`src/rtl/data_mem_access.sv`:
```
// Load/store unit: carries one memory instruction at a time onto a single-port
// data memory bus (request/grant, then read-valid for loads), stalls the core
// until the access finishes, and aborts accesses the memory never answers.
//
// state  | meaning
// -------+-----------------------------------------------------------------
// IDLE   | waiting for a memory instruction; latches bus fields on req_valid
// REQ    | mem_req asserted, waiting for mem_gnt
// WAIT   | load granted, waiting for mem_rvalid
// DONE   | one-cycle completion (done, optional err); core advances here
module data_mem_access #(
  parameter int DATA_W  = 16,
  parameter int ADDR_W  = 16,
  parameter int TIMEOUT = 64
) (
  input  logic              clk,
  input  logic              rst,
  input  logic              req_valid,
  input  logic              req_write,
  input  logic [ADDR_W-1:0] req_addr,
  input  logic [DATA_W-1:0] req_wdata,
  output logic              stall,
  output logic [DATA_W-1:0] mem_data,
  output logic              done,
  output logic              err,
  output logic              mem_req,
  output logic              mem_we,
  output logic [ADDR_W-1:0] mem_addr,
  output logic [DATA_W-1:0] mem_wdata,
  input  logic              mem_gnt,
  input  logic              mem_rvalid,
  input  logic [DATA_W-1:0] mem_rdata
);

  // At least one bit so TIMEOUT=0 (watchdog disabled) still elaborates.
  localparam int CNT_W = (TIMEOUT < 1) ? 1 : $clog2(TIMEOUT + 1);

  typedef enum logic [1:0] {
    S_IDLE = 2'd0,
    S_REQ  = 2'd1,
    S_WAIT = 2'd2,
    S_DONE = 2'd3
  } state_t;

  state_t             state;
  state_t             state_nx;
  logic [CNT_W-1:0]   cnt;
  logic               expire;
  logic               abort;
  logic               err_q;

  assign expire = (TIMEOUT != 0) && (cnt == CNT_W'(TIMEOUT));

  // Next-state decode; a grant or read-valid in the expiry cycle wins over the abort.
  always_comb begin
    state_nx = state;
    abort    = 1'b0;
    case (state)
      S_IDLE: if (req_valid) state_nx = S_REQ;
      S_REQ: begin
        if (mem_gnt) begin
          state_nx = mem_we ? S_DONE : S_WAIT;
        end else if (expire) begin
          state_nx = S_DONE;
          abort    = 1'b1;
        end
      end
      S_WAIT: begin
        if (mem_rvalid) begin
          state_nx = S_DONE;
        end else if (expire) begin
          state_nx = S_DONE;
          abort    = 1'b1;
        end
      end
      S_DONE:  state_nx = S_IDLE;
      default: state_nx = S_IDLE;
    endcase
  end

  // State register.
  always_ff @(posedge clk or posedge rst) begin
    if (rst) state <= S_IDLE;
    else     state <= state_nx;
  end

  // Watchdog: zero on REQ entry, counts REQ/WAIT cycles, saturates at all-ones.
  always_ff @(posedge clk or posedge rst) begin
    if (rst) begin
      cnt <= '0;
    end else if (state == S_IDLE) begin
      cnt <= '0;
    end else if ((state == S_REQ || state == S_WAIT) && cnt != '1) begin
      cnt <= cnt + CNT_W'(1);
    end
  end

  // Abort flag shown alongside done in the DONE cycle only.
  always_ff @(posedge clk or posedge rst) begin
    if (rst) err_q <= 1'b0;
    else     err_q <= abort;
  end

  // Bus fields latched only in IDLE, so they stay stable from REQ through DONE.
  always_ff @(posedge clk or posedge rst) begin
    if (rst) begin
      mem_we    <= 1'b0;
      mem_addr  <= '0;
      mem_wdata <= '0;
    end else if (state == S_IDLE && req_valid) begin
      mem_we    <= req_write;
      mem_addr  <= req_addr;
      mem_wdata <= req_wdata;
    end
  end

  // Load result; an aborted load returns all-ones, stores leave it alone.
  always_ff @(posedge clk or posedge rst) begin
    if (rst) begin
      mem_data <= '0;
    end else if (state == S_WAIT && mem_rvalid) begin
      mem_data <= mem_rdata;
    end else if (abort && !mem_we) begin
      mem_data <= '1;
    end
  end

  assign mem_req = (state == S_REQ);
  assign done    = (state == S_DONE);
  assign err     = done && err_q;
  // Gated by rst so a held req_valid cannot stall the core while in reset.
  assign stall   = !rst && ((state == S_IDLE && req_valid) ||
                            state == S_REQ || state == S_WAIT);

endmodule

```
`config.mk`:
```
export PLATFORM = sky130hd
export DESIGN_NAME = data_mem_access
export DESIGN_NICKNAME = d
export VERILOG_FILES = /design/src/rtl/data_mem_access.sv
export SDC_FILE = /design/constraint.sdc
export NUM_CORES = 1
export LEC_CHECK = 0
export ABC_AREA = 0
export BUFFER_PORTS_ARGS = -buffer_cell sky130_fd_sc_hd__buf_2
export CORE_ASPECT_RATIO = 2
export CORE_MARGIN = 5
export CORE_UTILIZATION = 42
export CTS_CLUSTER_SIZE = 30
export DETAILED_ROUTE_END_ITERATION = 10
export PLACE_DENSITY = 0.78
export SYNTH_ARGS = -nofsm -noshare
export SYNTH_HDL_FRONTEND = slang
export SYNTH_SLANG_ARGS = --single-unit
```
`constraint.sdc`:
```
create_clock -name clk -period 1.8 [get_ports clk]
set_clock_uncertainty 0.2 [all_clocks]
set_input_delay 0.27 -clock clk [delete_from_list [all_inputs] [get_ports clk]]
set_output_delay 0.27 -clock clk [all_outputs]
set_load 0.02 [all_outputs]
```
==> flow_metrics.py <==
metrics = {
    "pwr": {
        "combPwrFrac_pct": 47.1,
        "powerDensity_mw_per_mm2": 1740,
        "finalPower_mw": 7.20,
        "seqPwrFrac_pct": 31.4,
        "max-vdd-ir-drop_mv": 1.45,
        "switching_share_pct": 36.7,
        "p_leak_nw": 1.97,
        "p_int_mw": 4.56,
        "p_clk_share_pct": 21.5,
        "p_switching_mw": 2.64,
    },
    "global_routing": {
        "antenna_found_initial": 0,
        "grt_overflow": 0,
        "grt_max_degree": 40,
        "grt_pass1_vias": 2394,
        "grt_pass1_wl_um": 11300,
        "grt_usage_pct": 19.0,
    },
    "timing": {
        "final.period_utilization_pct": 103,
        "timing.final.ws_setup_ps": -50.9,
        "finalSetupViolCount": 4,
        "post-route-min-period_ps": 1850,
        "drv_slew": 0,
        "fmax_ghz": 0.540,
        "worst_pin_slew_ps": 464,
        "hold_viol_final": 0,
        "rsz0062_at_grt": "true",
        "slew_headroom_pct": 69.0,
    },
    "routing": {
        "drt_first_pass_iters": 4,
        "drc": 0,
        "drtAntennaViolNets": 0,
        "wl_per_cell_um": 16.1,
        "viasPerCell": 5.00,
        "route.vias.total": 2131,
        "drtIter0Drc": 71,
        "routed_wl_um": 6860,
    },
    "layout": {
        "syn_to_final_growth_pct": 67.4,
        "antenna_cells": 0,
        "num-nets-final": 423,
        "drive_above_1_share_pct": 57.8,
        "final_cells": 426,
    },
    "die": {
        "io_pins": 107,
        "start_util_pct": 43.3,
        "dieArea_mm2": 0.00761,
        "row_count": 39,
        "die_y_um": 119,
        "core_area_mm2": 0.00571,
        "die_w_um": 64.3,
    },
    "synth": {
        "muxShareOfSynthArea_pct": 15.9,
        "synth_compound_area_share_pct": 9.46,
        "yosys.area.top_type": "dfrtp_1",
        "synthXorXnorAreaFrac_pct": 0.709,
        "syn_inst": 180,
        "syn_area_per_cell_um2": 13.7,
        "yosys.area_share.simple_pct": 7.84,
        "syn_nets": 242,
        "yosysUniqueCellTypes": 33,
        "yosysMostFrequentCell": "dfrtp_1",
        "synthFlopType": "dfrtp_1",
        "yosysSeqAreaShare_pct": 59.7,
        "synth_common_cells": "59 x dfrtp_1, 34 x mux2_2, 12 x o22a_2",
        "async_flop_share_pct": 100,
        "yosys.area.top_type_share_pct": 59.7,
        "synthesis.area_mm2": 0.00247,
        "yosysWarnings": 0,
        "synth-edff-count": 0,
        "synth_seq_cells": 59,
        "synth-adder-area-share_pct": 4.05,
        "synth_top_family_by_area": "multiplexers",
        "synthTopCellsByArea": "dfrtp_1 60%, mux2_2 15%, o22a_2 4.9%",
    },
    "setup_path": {
        "required_ps": 1330,
        "critical_path_peak_fanout": 3,
        "r2r_start": "state[1]$_DFFE_PP0P_",
        "crit_chain": "buf_6 -> ha_4 -> buf_6 -> nor2_4 -> a21oi_4 -> buf_6",
        "cp-end-kind": "output pin",
        "reg2regPathDepth": 7,
        "slowest_stage": "dfrtp_1",
        "crit_path_start_kind": "flip-flop",
        "critical_path.top_delay_family": "flip-flops",
        "critPathArrivalTime_ps": 1380,
        "r2r_slack_ps": 0,
        "cp_common_cell": "buf_6",
        "crit_buf_inv": 3,
        "critPathMaxStageDelay_ps": 390,
        "crit_type": "reg2out",
        "worstReg2RegEnd": "mem_data[4]$_DFFE_PP0P_",
    },
    "placement": {
        "portBuffers": 106,
        "dpl.hpwl_um": 4580,
        "gp_congestion": 0.788,
        "placedCellCount": 360,
    },
    "run_status": {
        "status": "finished, violations left",
        "violations": "setup timing",
    },
    "clock_network": {
        "clk_pin_slew_ps": 50,
        "clock_sinks": 59,
        "cts_buffer_depth": 2,
        "htree_num_levels": 3,
        "cts_made_buffers": 9,
        "clock-root-buffer": "clkbuf_16",
        "clkLatencyLatePin_ps": 310,
        "cts_tree": "built",
    },
    "worst_hold_path": {
        "hold_path_class": "in2reg",
        "min_from": "mem_rdata[1]",
        "holdPathEnd": "mem_data[1]$_DFFE_PP0P_",
        "whs_path_depth": 2,
    },
    "flow_run": {
        "drv_cap": 0,
    },
}
worst max path at each step:
stage               cells past startpoint                        to            startpoint  slack (ps)
finish                                  6                     stall  state[0]$_DFFE_PP0P_         -50
global route                            6                     stall  state[0]$_DFFE_PP0P_        -110
CTS                                     6                     stall  state[0]$_DFFE_PP0P_         -70
detailed placement                      6  mem_data[14]$_DFFE_PP0P_  state[1]$_DFFE_PP0P_        -270
global placement                        6  mem_data[15]$_DFFE_PP0P_  state[1]$_DFFE_PP0P_        -200
floorplan                               7   mem_data[4]$_DFFE_PP0P_  state[0]$_DFFE_PP0P_         -30
cell type report:
cell class / instances / area [µm²]
Tap cell: 61 / 76.3
Inverter: 6 / 26.3
Clock buffer: 13 / 270
Timing Repair Buffer: 176 / 1230
Clock inverter: 2 / 10.0
Sequential cell: 59 / 1480
Fill cell: 389 / 1570
Multi-Input combinational cell: 109 / 1050
logic make-up (layout without fill, tap and decap cells):
group	Yosys count	in the layout
buf+inv	12	197
compound gates	29	29
xor+xnor	2	2
simple gates	35	35
flops	59	59
mux	35	35
fa+ha+maj	8	8
power groups by stage:
stage | Sequential (mW) | Clock [mW] | Combinational [mW]
after global placement | 2.22 | 0 | 3.03
after detailed placement | 2.25 | 0 | 3.11
after CTS | 2.25 | 1.58 | 3.35
after floorplan | 2.96 | 0 | 1.19
after global routing | 2.34 | 1.66 | 3.62
final | 2.26 | 1.55 | 3.39
cells in the final DEF, fill, tap and decap left out, drive strengths merged:
cell	instances
buf	130
dfrtp	59
dlygate4sd3	46
mux2	34
o22a	16
clkbuf	13
nor2	12
ha	8
nand2	7
a21oi	6
inv	5
nor2b	3
nand3	3
nor3	2
and3	2
clkinv	2
o21ai	2
nor4	2
xnor2	1
mux2i	1
and4	1
xor2	1
nand3b	1
o21bai	1
and4b	1
a31oi	1
and2	1
clkinvlp	1
a41oi	1
o311ai	1
a22oi	1
per-stage QoR:
| stage | TNS (ps) | setup slack, ps | utilization [%] | cell area, µm² | hold WS, ps |
|---|---|---|---|---|---|
| floorplan | -265 | -26.0 | - | 2520 | 170 |
| global placement | -3160 | -204 | 57.1 | 3260 | 143 |
| detailed placement | -4220 | -274 | 57.1 | 3260 | 142 |
| CTS | -174 | -69.7 | 71.6 | 4090 | 0.149 |
| global route | -1030 | -112 | 72.5 | 4140 | 0.221 |
| finish | -79.4 | -50.9 | 72.5 | 4140 | 2.38 |
flip-flops by register name, indices dropped and copies added, names as in the netlist:
| signal | cells |
|---|---|
| cnt | 7 |
| state | 2 |
| mem_wdata | 16 |
| mem_data | 16 |
| err_q | 1 |
| mem_addr | 16 |
| mem_we | 1 |
metal layers:
metal / track usage [%] / part of all wire [%]
met2: 34.2 / 58
met5: 0 / 0
met1: 20.1 / 35
met4: 9.68 / 2.2
met3: 3.80 / 4.5
timing repair:
item / 4_1_cts / 5_1_grt
hold endpoints to repair: 64 / 1
pin swaps: 20 / 6
setup endpoints to repair: 18 / 21
buffers inserted: 4 / 2
gates resized for setup: 13 / 8
hold buffers: 45 / 1
Note: power is estimated with default switching activity, not from simulation.
